[config.mk]
export PLATFORM = sky130hd
export DESIGN_NAME = ds
export DESIGN_NICKNAME = d
export VERILOG_FILES = /design/src/rtl/ds.sv
export SDC_FILE = /design/constraint.sdc
export NUM_CORES = 1
export LEC_CHECK = 0
export BUFFER_PORTS_ARGS = -buffer_cell sky130_fd_sc_hd__buf_4
export CAP_MARGIN = 20
export CORE_MARGIN = 5
export CORE_UTILIZATION = 30
export CTS_CLUSTER_DIAMETER = 60
export CTS_CLUSTER_SIZE = 28
export DETAILED_ROUTE_END_ITERATION = 8
export HOLD_SLACK_MARGIN = 0.08
export SLEW_MARGIN = 10
export SYNTH_ARGS = -nofsm -noshare
export SYNTH_HDL_FRONTEND = slang
export SYNTH_SLANG_ARGS = --single-unit
[constraint.sdc]
create_clock -name clk -period 16.68 [get_ports clk]
set_input_delay 0.834 -clock clk [delete_from_list [all_inputs] [get_ports clk]]
set_output_delay 0.834 -clock clk [all_outputs]
set_load 0.02 [all_outputs]
[src/rtl/ds.sv]
// Symbol-rate downsampler: acquires the symbol phase of a 4x upsampled stream, then slices one symbol per period.
// Optional erasure detection and re-acquisition are built when DS_ERASE_EN is defined.
module ds #(
   parameter int unsigned ACQ_SYM   = 8,
   parameter int unsigned ERASE_MAX = 4
) (
   input  logic       clk,
   input  logic       reset,
   input  logic       en,
   input  logic [1:0] din,
   output logic [1:0] dout,
   output logic       dvalid,
   output logic       locked
);

   localparam int unsigned EW = $clog2(2 * ACQ_SYM + 1);

   typedef enum logic {ACQ, LOCK} state_t;

   state_t        state;
   logic [1:0]    cnt;
   logic [1:0]    sel;
   logic [EW-1:0] e     [4];
   logic [EW-1:0] e_upd [4];
   logic [7:0]    sym;
   logic [1:0]    mag;
   logic [1:0]    best;
   logic          all_zero;
   logic          acq_done;

`ifdef DS_ERASE_EN
   localparam int unsigned ERS_W = 4;
   logic [ERS_W-1:0] ers;
`else
   logic unused_erase;
   assign unused_erase = (ERASE_MAX == 0);
`endif

   assign locked = (state == LOCK);

   // Accumulators are evaluated post-update so the final sample counts toward argmax.
   always_comb begin
      mag      = (din == 2'b10) ? 2'd2 : ((din == 2'b00) ? 2'd0 : 2'd1);
      all_zero = 1'b1;
      best     = 2'd0;
      for (int unsigned i = 0; i < 4; i++) begin
         e_upd[i] = e[i] + ((cnt == 2'(i)) ? EW'(mag) : EW'(0));
         if (e_upd[i] != '0) all_zero = 1'b0;
      end
      for (int unsigned i = 1; i < 4; i++) begin
         if (e_upd[i] > e_upd[best]) best = 2'(i);
      end
      acq_done = (cnt == 2'd3) && (sym == 8'(ACQ_SYM - 1));
   end

   always_ff @(posedge clk) begin
      if (reset) begin
         state  <= ACQ;
         cnt    <= '0;
         sel    <= '0;
         sym    <= '0;
         dout   <= '0;
         dvalid <= 1'b0;
         for (int unsigned i = 0; i < 4; i++) e[i] <= '0;
`ifdef DS_ERASE_EN
         ers    <= '0;
`endif
      end else if (!en) begin
         state  <= ACQ;
         cnt    <= '0;
         sym    <= '0;
         dvalid <= 1'b0;
         for (int unsigned i = 0; i < 4; i++) e[i] <= '0;
`ifdef DS_ERASE_EN
         ers    <= '0;
`endif
      end else begin
         cnt    <= cnt + 2'd1;
         dvalid <= 1'b0;
         case (state)
            ACQ: begin
               if (acq_done) begin
                  sym <= '0;
                  for (int unsigned i = 0; i < 4; i++) e[i] <= '0;
                  if (!all_zero) begin
                     sel   <= best;
                     state <= LOCK;
                  end
               end else begin
                  e <= e_upd;
                  if (cnt == 2'd3) sym <= sym + 8'd1;
               end
            end
            LOCK: begin
               if (cnt == sel) begin
                  dvalid <= 1'b1;
`ifdef DS_ERASE_EN
                  if (din == 2'b00) begin
                     dout <= 2'b00;
                     if (ers == ERS_W'(ERASE_MAX - 1)) begin
                        ers   <= '0;
                        state <= ACQ;
                     end else begin
                        ers <= ers + 1'b1;
                     end
                  end else begin
                     dout <= {din[1], 1'b1};
                     ers  <= '0;
                  end
`else
                  dout <= {din[1], 1'b1};
`endif
               end
            end
            default: state <= ACQ;
         endcase
      end
   end

endmodule

==> run_results.csv, run 1 <==
group,metric,value,unit
status,status,"finished, final reports clean",
logic_synthesis,syn_area,2460,µm²
power,power,0.182,mW
sta,skew,6.59,ps
power,p_per_area,67.4,nW/µm²
clocking,clock_path_buffers,2,
sta,tns,0,ps
route,wirelength,5110,µm
logic_synthesis,yosys_warnings,0,
critical_path,worstSetupEndpointType,"flop",
sta,hold_viol,0,
finish,final_cells,399,
sta,period_share,36.7,%
sta,whs,449,ps
grt,grt_first_pass_wirelength,9230,µm
route,via_per_inst,4.88,
logic_synthesis,async_reset_ff_share,0,%
grt,grt-busiest-layer,"met2",
grt,grtUsageMet2,17.6,%
logic_synthesis,ys_ff_latch,36,
route,drc,0,
clocking,cts_root_buf,"clkbuf_8",
sta,finalMaxSlewViolations,0,
clocking,clkTransAtPathRegs,70,ps
logic_synthesis,syn_inst,289,
grt,grt_usage,11.2,%
critical_path,cp_max_fo,8,
grt,grt_max_degree,40,
placed_design,place_congestion,0.853,
clocking,cts_tree,"built",
power,p_leak,1.11,nW
logic_synthesis,yosysTopAreaCellShare,29.2,%
die,rows,33,
critical_path,cp.depth,26,
sta,slew_headroom,32.1,%
finish,syn_to_final_growth,9.44,%
route,postRouteAntennaNets,0,
critical_path,cp_data_arrival_time,6300,ps
placed_design,placed_area,2610,µm²
die,dieHeight,101,µm
clocking,clock-sinks,36,
die,design.die.area,10100,µm²
critical_path,rr_endpoint,"sel[0]",
grt,use_met3,2.01,%
logic_synthesis,ys_top_cells_by_count,"41 x nor2_1, 36 x dfxtp_1, 25 x ha_1",
job,cap_violations,0,
placed_design,numPortBuffers,8,
logic_synthesis,synth_ff_type,"dfxtp_1",
logic_synthesis,synth-edff-count,0,
grt,antenna_found_initial,0,
critical_path,crit_path_top_delay_cell,"fa_1",
sta,finalSetupViolations,0,
critical_path,crit_start,"cnt[0]",
sta,rsz0062_at_grt,"no",
critical_path,crit_required,16860,ps
critical_path,crit_type,"flop to flop",
die,core-area,8090,µm²
critical_path,cp_common_cell,"ha_1",
grt,grt.overflow.total,0,
route,drtIter0Drc,72,
logic_synthesis,yosysUniqueCellTypes,45,
critical_path,r2r_slack,10560,ps
clocking,cts_htree_levels,2,
critical_path,startpoint_type,"flop",
sta,period_minus_slack,6120,ps
clocking,cts_resized,0,
placed_design,place_inst,391,
route,post_drt_wl_per_cell,12.8,µm
finish,diodes,0,
logic_synthesis,synth_seq_area_share,29.2,%
critical_path,worstRegToRegCells,26,
finish,fin_area,2700,µm²
die,die_x,101,µm
logic_synthesis,syn_avg_cell_area,8.53,µm²
die,initial_core_util,30.5,%
clocking,post_cts_buffers,0,
worst_hold_path,hp-class,"flop to flop",
critical_path,worst-path-buf-inv,3,
route,dr.pass1.iters,4,
sta,worst_slew_pin_slew,1020,ps
clocking,clock_latency,280,ps
critical_path,reg2reg_from,"cnt[0]",
finish,nNetsFinal,327,
die,pin_count,9,
logic_synthesis,ys_top_cells_by_area,"dfxtp_1 29%, ha_1 13%, nor2_1 6.2%",
placed_design,post-dp-hpwl,3930,µm
critical_path,critPathTopFamily,"adder cells",
logic_synthesis,yosys.area.top_type,"dfxtp_1",
clocking,ctsHoldBuffers,0,
route,vias,1946,
power,vdd.ir_drop.worst,0.0501,mV
sta,clock.fmax,163,MHz
critical_path,critical_path.max_stage_delay,500,ps
critical_path,cp-endpoint,"sel[0]",
clocking,cts_buffers,5,
grt,grt_pass1_vias,1904,
grt,gr-usage-met1,15.5,%
finish,drive_gt1_share,9.18,%
logic_synthesis,synth.most_common_cell,"nor2_1",
logic_synthesis,syn-num-nets,323,
==> worst min-delay path by stage <==
| stage | slack [ps] | cells past startpoint | from | endpoint |
|---|---|---|---|---|
| after floorplan | 450 | 2 | e[19] | e[19] |
| after detailed placement | 440 | 2 | dout[0] | dout[0] |
| final | 450 | 2 | dout[0] | dout[0] |
| after global placement | 440 | 2 | dout[0] | dout[0] |
| after global routing | 490 | 2 | dout[0] | dout[0] |
| after CTS | 450 | 2 | dout[0] | dout[0] |
==> cells by family after synthesis <==
logic type | Yosys count | synth area share (%)
AND/OR/NAND/NOR | 111 | 22.4
AO/OA/AOI/OAI | 45 | 13.2
flip-flops | 36 | 29.2
buffers and inverters | 33 | 5.48
adder cells (fa/ha/maj) | 31 | 16.8
XOR/XNOR | 23 | 8.17
multiplexers | 10 | 4.67
==> per-stage QoR <==
stage | worst slack [ps] | utilization, %
6_report | 10560 | 33.3
5_1_grt | 10130 | 33.3
4_1_cts | 10540 | 33.3
3_5_place_dp | 10280 | 32.2
3_3_place_gp | 10390 | 32.2
2_1_floorplan | 10870 | -
==> routing by layer <==
metal / vias up / share of wire [%]
met2: 23 / 46
met3: 6 / 2.1
li1: 1007 / -
met4: 0 / 1.7
met1: 910 / 51
met5: - / 0
==> report_power, final <==
group          internal [mW]  total [mW]  switching [mW]  leakage, nW
clock                 0.0337      0.0634          0.0297       0.0455
combinational         0.0150      0.0314          0.0163        0.770
sequential            0.0866      0.0872        0.000653        0.290
total                  0.135       0.182          0.0467         1.11
==> sequential cells by signal (all words and copies together), names as in the netlist <==
name and cells:
cnt 2, dout 2, locked 1, e 20
sym 8, sel 2, dvalid 1
==> cells in the final DEF, fill, tap and decap left out, types with 7 or more instances in the layout <==
master,netlist,final
nand4_1,7,7
and2_1,7,7
dfxtp_1,36,36
buf_4,1,9
nor2_1,41,41
inv_1,21,21
nand3_1,7,7
xor2_1,9,9
a21oi_1,20,20
nor3_1,14,14
xnor2_1,14,14
ha_1,25,25
nand2_1,12,12
==> final cells by class <==
| cell class | instances | area (µm²) |
|---|---|---|
| clock buffers | 8 | 90.1 |
| fillers | 869 | 5400 |
| inverters | 21 | 78.8 |
| multi-input cells | 220 | 1610 |
| flip-flops and latches | 36 | 721 |
| well taps | 105 | 131 |
| repair buffers | 9 | 67.6 |
==> worst register-to-register path, stage by stage, from the launching register on <==
cell      delay [ps]
dfxtp_1          420
inv_1             90
ha_1             220
and2_1           170
ha_1             240
fa_1             500
inv_1            110
ha_1             150
inv_1             50
maj3_2           300
maj3_1           330
a21o_1           200
a22o_2           280
mux2_4           310
ha_1             300
o21ai_0           80
nand2b_1          70
a211oi_1          60
nor2_1           470
mux2_2           400
ha_1             280
nor2b_1          140
o21a_1           160
o21ai_0          140
a21oi_1           90
o22a_1           190
o31a_1           280
No activity file was read; power rests on OpenSTA's default activity.
==> run 2: changes to the inputs <==
==> constraint.sdc (replaced) <==
create_clock -name clk -period 5.1 [get_ports clk]
set_input_delay 0.255 -clock clk [delete_from_list [all_inputs] [get_ports clk]]
set_output_delay 0.255 -clock clk [all_outputs]
set_load 0.02 [all_outputs]
==> run 2 against run 1 <==
Largest cell class unchanged. Sequential share of layout area shrank 3.6 points. Flip-flop and latch count is the same. Highest routed layer unchanged. Non-clock buffer count grew 34. The flow now finishes with violations (setup timing).
==> run_results.csv, run 2 (synthesis results as in run 1) <==
group,metric,value,unit
sta,slew_headroom,56.8,%
grt,grt_pass1_vias,2138,
power,vdd.ir_drop.worst,0.156,mV
clocking,cts_tree,"built",
route,dr.pass1.iters,4,
critical_path,cp_common_cell,"ha_4",
sta,rsz0062_at_grt,"yes",
critical_path,crit_path_top_delay_cell,"fa_2",
critical_path,crit_required,5280,ps
finish,nNetsFinal,361,
power,p_per_area,225,nW/µm²
sta,worst_slew_pin_slew,648,ps
placed_design,place_congestion,0.801,
finish,syn_to_final_growth,27.6,%
grt,grt_usage,12.1,%
finish,multi_input_area,1760,µm²
sta,period_share,103,%
sta,finalMaxSlewViolations,0,
finish,layout_common_cells,"41 x buf_4, 40 x nor2_1, 34 x dfxtp_1",
finish,n_fill_cell,839,
clocking,cts_htree_levels,2,
route,vias,2090,
die,rows,33,
finish,area.sequential,726,µm²
sta,skew,4.85,ps
die,pin_count,9,
grt,grt_first_pass_wirelength,9920,µm
sta,period_minus_slack,5250,ps
critical_path,cp_max_fo,3,
sta,whs,160,ps
worst_hold_path,hp-class,"primary input to flop",
route,drc,0,
finish,regMostFlops,"e",
grt,antenna_found_initial,0,
clocking,clkTransAtPathRegs,80,ps
worst_hold_path,hold_path_depth,2,
clocking,cts_buffers,5,
critical_path,worstRegToRegCells,27,
route,wirelength,5760,µm
finish,largest_reg_flops,20,
placed_design,numPortBuffers,8,
critical_path,crit_type,"flop to flop",
critical_path,startpoint_type,"flop",
route,post_drt_wl_per_cell,13.3,µm
status,status,"finished, violations left",
die,core-area,8090,µm²
clocking,clock-sinks,36,
power,p_leak,1.31,nW
clocking,clock_path_buffers,2,
clocking,clock_latency,290,ps
critical_path,cp_data_arrival_time,5430,ps
job,cap_violations,0,
power,power,0.706,mW
placed_design,post-dp-hpwl,4180,µm
die,design.die.area,10100,µm²
status,violations,"setup timing",
die,initial_core_util,30.5,%
route,postRouteAntennaNets,0,
die,die_x,101,µm
finish,reg.largest.list,"e x20, sym x8",
finish,drive_gt1_share,27.7,%
die,dieHeight,101,µm
sta,hold_viol,0,
finish,final_common_cell,"buf_4",
sta,clock.fmax,190,MHz
route,drtIter0Drc,84,
critical_path,worstSetupEndpointType,"flop",
route,via_per_inst,4.83,
grt,grt.overflow.total,0,
grt,grt_max_degree,40,
critical_path,critical_path.max_stage_delay,470,ps
finish,diodes,0,
sta,finalSetupViolations,2,
sta,layout_setup_ws,-152,ps
finish,fin_util,38.9,%
clocking,cts_root_buf,"clkbuf_8",
run 2: changes by cell type in the layout (fill, tap and decap cells not counted), sizes merged:
cell and change:
buf +34, clkinv +1, bufinv +1, clkbuf -3
clkinvlp +1
run 2: worst max-delay path: cells and delay by family, from the launching register on:
family / cells / cell delay [ps]
compound gates: 9 / 1560
fa+ha+maj: 8 / 1970
buf+inv: 3 / 180
flops: 1 / 390
mux: 2 / 520
simple gates: 5 / 540
run 2: cell type report:
cell class | instances | area share (%)
Timing Repair Buffer | 43 | 10.6
Clock buffer | 5 | 2.19
Inverter | 21 | 2.59
Multi-Input combinational cell | 220 | 56.0
Sequential cell | 36 | 23.1
Tap cell | 105 | 4.18
Clock inverter | 3 | 1.35
run 2: what timing repair did:
item | CTS | global route
setup buffers | 3 | 6
pin swaps | 14 | 11
hold buffers | 0 | 0
gates cloned | 0 | 0
gates resized for setup | 9 | 10
endpoints found under the setup margin | 2 | 2
run 2: path summary, 6_finish.rpt:
kind,start,endpoint,slack (ps)
setup / recovery,cnt[0],sel[0],-150
hold / removal,reset,dout[0],160
setup reg to reg,cnt[0],sel[0],-150
hold reg to reg,dout[0],dout[0],450
run 2: stage by stage:
stage | std cells | setup TNS [ps] | cell area (µm²) | setup slack, ps
final | 433 | -257 | 3140 | -152
after global placement | 415 | -324 | 2860 | -166
after CTS | 426 | -509 | 3030 | -290
after detailed placement | 415 | -545 | 2860 | -285
after global routing | 433 | -770 | 3140 | -390
after floorplan | 289 | -103 | 2540 | -76.5
run 2: report_power, final:
part,total (mW),switching (mW),leakage [nW],internal (mW)
Sequential,0.286,0.00281,0.292,0.283
Clock,0.256,0.112,0.0541,0.145
Combinational,0.164,0.0729,0.965,0.0913
Total,0.706,0.187,1.31,0.519
run 2: routing by layer:
layer | wire, µm | track usage (%) | vias to the layer above
met5 | 0 | 0 | -
met3 | 213 | 3.32 | 8
met4 | 79 | 3.01 | 0
met1 | 2680 | 15.0 | 982
met2 | 2790 | 20.8 | 37
li1 | - | - | 1063
